**config.mk**
```make
export PLATFORM = sky130hd
export DESIGN_NAME = irq_controller
export DESIGN_NICKNAME = d
export VERILOG_FILES = /design/src/rtl/irq_controller.sv
export SDC_FILE = /design/constraint.sdc
export NUM_CORES = 1
export LEC_CHECK = 0
export CAP_MARGIN = 20
export CORE_ASPECT_RATIO = 1.2
export CORE_MARGIN = 4
export CORE_UTILIZATION = 30
export DETAILED_ROUTE_END_ITERATION = 10
export SETUP_SLACK_MARGIN = 0.05
export SLEW_MARGIN = 5
export SYNTH_ARGS = -nofsm -noshare
export SYNTH_HDL_FRONTEND = slang
export SYNTH_SLANG_ARGS = --single-unit
```
**constraint.sdc**
```tcl
create_clock -name CLK_I -period 2.9 [get_ports CLK_I]
set_input_delay 0.725 -clock CLK_I [delete_from_list [all_inputs] [get_ports CLK_I]]
set_output_delay 0.725 -clock CLK_I [all_outputs]
set_load 0.05 [all_outputs]
```
**src/rtl/irq_controller.sv**
```systemverilog
// Interrupt controller: latches device IRQ lines into PENDING, applies MASK and
// fixed priority (source 0 highest), and drives one request/ID to the CPU.
module irq_controller #(
    parameter int unsigned N_SRC = 6
) (
    input  logic             CLK_I,
    input  logic             RST_I,
    input  logic [3:2]       ADD_I,
    input  logic             WE_I,
    input  logic [31:0]      DAT_I,
    output logic [31:0]      DAT_O,
    input  logic [N_SRC-1:0] IRQ_SRC_I,
    input  logic             INT_ACK_I,
    output logic             INT_REQ_O,
    output logic [2:0]       INT_ID_O
);

    typedef enum logic [1:0] {
        IDLE    = 2'b00,
        REQ     = 2'b01,
        SERVICE = 2'b10
    } state_t;

    state_t           state, state_nxt;
    logic [N_SRC-1:0] pending, mask, mode, prev;
    logic [N_SRC-1:0] pending_nxt, rise, w1c, ack_clr, active;
    logic [7:0]       active_w;
    logic [2:0]       sel, int_id_nxt;
    logic             any_active, int_req_nxt;
    logic             wr_pend, wr_mask, wr_mode, eoi;

    assign wr_pend  = WE_I && (ADD_I == 2'd0);
    assign wr_mask  = WE_I && (ADD_I == 2'd1);
    assign wr_mode  = WE_I && (ADD_I == 2'd2);
    assign eoi      = WE_I && (ADD_I == 2'd3) && DAT_I[0];

    assign rise     = IRQ_SRC_I & ~prev;
    assign w1c      = wr_pend ? DAT_I[N_SRC-1:0] : '0;
    assign active   = pending & mask;
    assign active_w = 8'(active);

    always_comb begin
        ack_clr = '0;
        for (int unsigned i = 0; i < N_SRC; i++) begin
            ack_clr[i] = (state == REQ) && INT_ACK_I && (INT_ID_O == 3'(i));
        end
    end

    // Edge sources: a new rise beats a same-cycle clear. Level sources track the line.
    assign pending_nxt = (mode & (rise | (pending & ~(w1c | ack_clr))))
                       | (~mode & IRQ_SRC_I);

    always_comb begin
        sel        = '0;
        any_active = 1'b0;
        for (int unsigned i = 0; i < N_SRC; i++) begin
            if (active[i] && !any_active) begin
                sel        = 3'(i);
                any_active = 1'b1;
            end
        end
    end

    always_comb begin
        state_nxt   = state;
        int_req_nxt = INT_REQ_O;
        int_id_nxt  = INT_ID_O;
        case (state)
            IDLE: begin
                if (any_active) begin
                    state_nxt   = REQ;
                    int_req_nxt = 1'b1;
                    int_id_nxt  = sel;
                end
            end
            REQ: begin
                if (INT_ACK_I) begin
                    state_nxt   = SERVICE;
                    int_req_nxt = 1'b0;
                end else if (!active_w[INT_ID_O]) begin
                    state_nxt   = IDLE;
                    int_req_nxt = 1'b0;
                end
            end
            SERVICE: begin
                if (eoi) begin
                    state_nxt = IDLE;
                end
            end
            default: begin
                state_nxt   = IDLE;
                int_req_nxt = 1'b0;
            end
        endcase
    end

    always_ff @(posedge CLK_I or negedge RST_I) begin
        if (!RST_I) begin
            pending   <= '0;
            mask      <= '0;
            mode      <= '1;
            prev      <= '0;
            state     <= IDLE;
            INT_REQ_O <= 1'b0;
            INT_ID_O  <= '0;
        end else begin
            prev      <= IRQ_SRC_I;
            pending   <= pending_nxt;
            if (wr_mask) mask <= DAT_I[N_SRC-1:0];
            if (wr_mode) mode <= DAT_I[N_SRC-1:0];
            state     <= state_nxt;
            INT_REQ_O <= int_req_nxt;
            INT_ID_O  <= int_id_nxt;
        end
    end

    always_comb begin
        DAT_O = '0;
        case (ADD_I)
            2'd0:    DAT_O = 32'(pending);
            2'd1:    DAT_O = 32'(mask);
            2'd2:    DAT_O = 32'(mode);
            default: DAT_O = {INT_REQ_O, 21'b0, state, 5'b0, INT_ID_O};
        endcase
    end

endmodule

```
# Word-level counts from Yosys, hierarchy flattened
# Cells that the tools add are included.
# W data, S select, Z words.
totals:
  ff_bits: 30
  output_inout_bits: 36
  elab_cells: 85
op_classes:
  magnitude_cmp: 1
  eq_ne: 13
  mux: 24
  n_bitwise: 12
  reduce_logical: 28
op_table:
  columns: ["cell", "n"]
  rows:
  - ["$pmux W32 S3", 1]
  - ["$and A6 B6 Y6", 5]
  - ["$not A6 Y6", 3]
  - ["$or A6 B6 Y6", 3]
  - ["$logic_and A1 B1 Y1", 17]
  - ["$mux W3", 4]
  - ["$mux W1", 11]
  - ["$mux W2", 4]
  - ["$eq A2 B2 Y1 const B", 3]
  - ["$eq A3 B2 Y1 const B", 2]
  - ["$eq A3 B3 Y1 const B", 2]
  - ["$mux W6", 1]
  - ["$pmux W2 S3", 1]
  - ["$reduce_and A3 Y1", 2]
  - ["$logic_not A1 Y1", 5]
  - ["$eq A2 B1 Y1 const B", 2]
  - ["$logic_not A2 Y1", 2]
  - ["$lt A3 B4 Y1 const B", 1]
  - ["$ne A2 B2 Y1 const B", 2]
  - ["$bmux W1 S3", 1]
  - ["$eq A3 B1 Y1 const B", 1]
  - ["$logic_not A3 Y1", 1]
  - ["$ne A3 B3 Y1 const B", 1]
  - ["$pmux W1 S3", 1]
  - ["other kinds (2)", 2]

# Longest topological paths before layout
depth:
  depth_word: 19
  ltp_mapped: 4
  depth_no_buf: 4

# Worst setup path before layout
# Ideal clock, no wire load.
synth_path:
  path_kind: "input-to-output"
  from: "input port ADD_I[3] in the netlist's numbering"
  to: "output port DAT_O[3]"
  arrival_time_ns: 2.098
  required_ns: 2.175
  slack_ns: 0.077
  path_stages: 3
  path_buffers: 1
  path_cell_list: "buf_2 -> mux2i_1 -> o21ai_0"
synth_between:
  elab_chain_len: 2
synth_rtl:
  columns: ["item", "line_no", "source"]
  rows:
  - ["from (decl)", "8", "input logic [3:2] ADD_I,"]
  - ["$eq A2 B2 Y1, or another cell as far along", "119", "case (ADD_I)"]
  - ["$pmux W32 S3 (*)", "119", null]
  - ["to (decl)", "11", "output logic [31:0] DAT_O,"]
# Every way passes the cells marked *; elsewhere a longest branch is shown, timed or not.

# Final worst setup path
layout_path:
  from: "input port ADD_I[3] in the netlist's numbering"
  to: "output port DAT_O[5]"
# Same word-level chain as after synthesis.

==> flow_summary_export.csv <==
group,metric,value,unit
status,outcome,"finished, final reports clean",
floorplanning,rows,29,
synthesis,synth_top_family_by_area,"multiplexers",
power_and_ir_drop,p_int,1.054,mW
detailed_routing,drt_pass1_iterations,5,
synthesis,yosysSeqAreaShare,0.4615,
synthesis,muxShareOfSynthArea,0.1622,
worst_setup_path,r2r_setup_slack,1260,ps
sta,slew_viol_final,0,
worst_setup_path,rr_worst_depth,3,
global_routing,grt.total_usage,0.1244,
worst_setup_path,cp.required,2170,ps
detailed_routing,wl_met2,1929,um
finish,drive_gt1_frac,0.2500,
sta,fin_crit_sh,0.9596,
hold_path,hold_path_class,"reg -> reg",
power_and_ir_drop,ir_worst_vdd,0.0002242,V
power_and_ir_drop,p_sw,0.7203,mW
synthesis,synthXorXnorAreaFrac,0,
worst_setup_path,worst_r2r_endpoint,"state[0]",
placement,pre_cts_slack,47.34,ps
sta,final-setup-viol-count,0,
placement,hpwl,2861,um
clock_network,postCtsHoldBufs,0,
floorplanning,die_area,6728,um2
clock_network,cts_buffers,5,
power_and_ir_drop,seqPwrFrac,0.366,
detailed_routing,drt_iter0_markers,80,
worst_setup_path,cp-start-kind,"primary input",
synthesis,syn-cell-area,1643,um2
global_routing,grt_pass1_wl,6044,um
clock_network,clk_latency,290,ps
detailed_routing,drc,0,
floorplanning,boundaryPins,80,
floorplanning,die-height,89.06,um
floorplanning,fp.dieW,75.55,um
job,max_cap_viol_count,0,
worst_setup_path,crit_path_start,"ADD_I[3]",
power_and_ir_drop,pwr_density_cell,834.4,nW/um2
worst_setup_path,critPathMaxFanout,9,
synthesis,synth_area_leaders,"dfrtp_1, buf_4, dfstp_2",
synthesis,synth_adder_area_share,0,
detailed_routing,vias,1252,
global_routing,grt_overflow,0,
worst_setup_path,arrival,2060,ps
synthesis,avgSynthCellArea,10.53,um2
placement,gp_congestion,0.8466,
synthesis,synth_top_area_share,0.3656,
floorplanning,floorplan.initialDensity,0.3101,
power_and_ir_drop,p_comb_frac,0.411,
global_routing,grt_start_max_net_pins,31,
clock_network,clock_path_buffers,2,
placement,io_buffers,30,
sta,fmax,359.4,MHz
detailed_routing,top_layer,"met4",
detailed_routing,dr_wl_met3,289,um
synthesis,synth-compound-area-share,0.1043,
power_and_ir_drop,swShare,0.4059,
finish,fin_util,0.4015,
floorplanning,core,5298,um2
synthesis,synthSimpleGateAreaFrac,0.1500,
power_and_ir_drop,power.total,1.775,mW
synthesis,synth_largest_area_cell,"dfrtp_1",
power_and_ir_drop,clockPowerShare,0.223,
sta,hold_violations,0,
sta,finClkSkew,8.528,ps
hold_path,min_path_cells,3,
clock_network,cts_htree_levels,2,
sta,period_needed,2783,ps
sta,slew_headroom,0.6673,
sta,worst_slack,117.3,ps
finish,areaGrowthSynthToFinish,29.47,%
detailed_routing,drt-total-wl,3789,um
clock_network,cts-root-buf,"clkbuf_8",
global_routing,antenna_found_initial,0,
clock_network,numClockSinks,30,
synthesis,syn_inst,156,
power_and_ir_drop,leakagePower,0.9413,nW
clock_network,cts_tree,"done",
sta,worst_slew_pin_slew,497.5,ps
detailed_routing,wirelength_met1,1497,um
hold_path,min_from,"prev[2]",
sta,rsz0062_at_grt,"no",
synthesis,synth_warnings,0,
finish,n_antenna_cell,0,
synthesis,synthDistinctLibCells,37,
detailed_routing,routed_via_density,4.853,
worst_setup_path,reg2reg_from,"INT_ID_O[0]",
worst_setup_path,crit_path_end_kind,"primary output",
synthesis,synth-seq-cells,30,
finish,fin_nets,239,
detailed_routing,avgRoutedWirePerCell,14.69,um
worst_setup_path,crit_type,"in -> out",
hold_path,whs_endpoint,"pending[2]",
global_routing,first_global_vias,1222,
clock_network,clk_pin_slew,60,ps
sta,finalSetupTns,0,ps
detailed_routing,final_antenna_net_count,0,
per-layer routing:
metal  vias up  track usage
li1        590            -
met1       615       0.1474
met2        42       0.2003
met3         5      0.04387
met4         0      0.05723
met5         -            0
Yosys cell counts:
cell / n
conb_1: 1
nor3_1: 1
or3_1: 1
nand3_1: 5
dfstp_2: 6
o21ai_0: 7
a22oi_1: 2
o21ai_1: 1
a221oi_1: 1
or4_1: 1
o31ai_2: 1
a21o_1: 1
nor4_1: 2
a41o_1: 1
nand2b_1: 2
a32o_1: 1
nor2_1: 1
a211oi_1: 1
a21boi_0: 1
mux2i_1: 3
buf_4: 23
a21oi_1: 5
mux2_2: 13
nand3b_1: 2
nor3b_1: 1
clkbuf_1: 2
buf_2: 1
dfrtp_1: 24
nor2b_1: 1
o32a_1: 1
or2_2: 1
and3_1: 5
nand2_1: 27
a22o_1: 2
nand4_1: 1
inv_1: 3
mux4_2: 4
registers in the layout (all words and copies together), names as in the netlist:
signal	flops
pending	6
INT_ID_O	3
mode	6
prev	6
INT_REQ_O	1
mask	6
state	2
per-stage QoR:
stage,hold slack [ps],cells,area [um2]
after global routing,555.2,258,2127
after floorplan,429.4,178,1725
after detailed placement,517.0,250,2016
after global placement,510.5,250,2016
after CTS,528.4,258,2125
final,519.8,258,2127
cell usage in the layout (no fill, tap or decap), types with 6 or more instances in the layout:
cell type / n
o21ai_0: 6
conb_1: 23
mux2_2: 13
clkdlybuf4s50_1: 20
clkbuf_8: 8
buf_4: 9
buf_12: 6
nand2_1: 27
dfrtp_1: 24
dfstp_2: 6
critical path: stages:
cell and delay, ps:
clkdlybuf4s50_1 520, buf_4 200, mux2i_1 80, o21ai_0 330, buf_12 190
cell type report:
class | count | area, um2
inverter | 3 | 11.26
sequential | 30 | 758.2
fill | 534 | 3171
tap | 62 | 77.57
timing repair buffer | 36 | 396.6
clock buffer | 8 | 110.1
multi-input combinational | 119 | 773.2
power groups by stage:
stage	registers [mW]	logic (mW)	clock network, mW
global route	0.665	0.789	0.428
CTS	0.648	0.737	0.410
global placement	0.650	0.725	0
detailed placement	0.654	0.735	0
floorplan	0.698	0.457	0
finish	0.649	0.730	0.396
worst max-delay path by stage:
stage | to | cells after the start
4_1_cts | DAT_O[5] | 6
6_report | DAT_O[5] | 5
5_1_grt | DAT_O[5] | 5
3_3_place_gp | DAT_O[3] | 5
2_1_floorplan | DAT_O[3] | 3
3_5_place_dp | DAT_O[2] | 3
logic make-up after synthesis:
kind of cell,after synthesis
flip-flops,30
AND/OR/NAND/NOR,51
AO/OA/AOI/OAI,25
other,1
multiplexers,20
buffers and inverters,29
timing repair:
| action | 4_1_cts | 5_1_grt |
|---|---|---|
| buffers inserted | 0 | 0 |
| endpoints found under the hold margin | 0 | 0 |
| resized for setup | 1 | 2 |
| endpoints found under the setup margin | 2 | 3 |
Note: power is estimated with default switching activity, not from simulation.
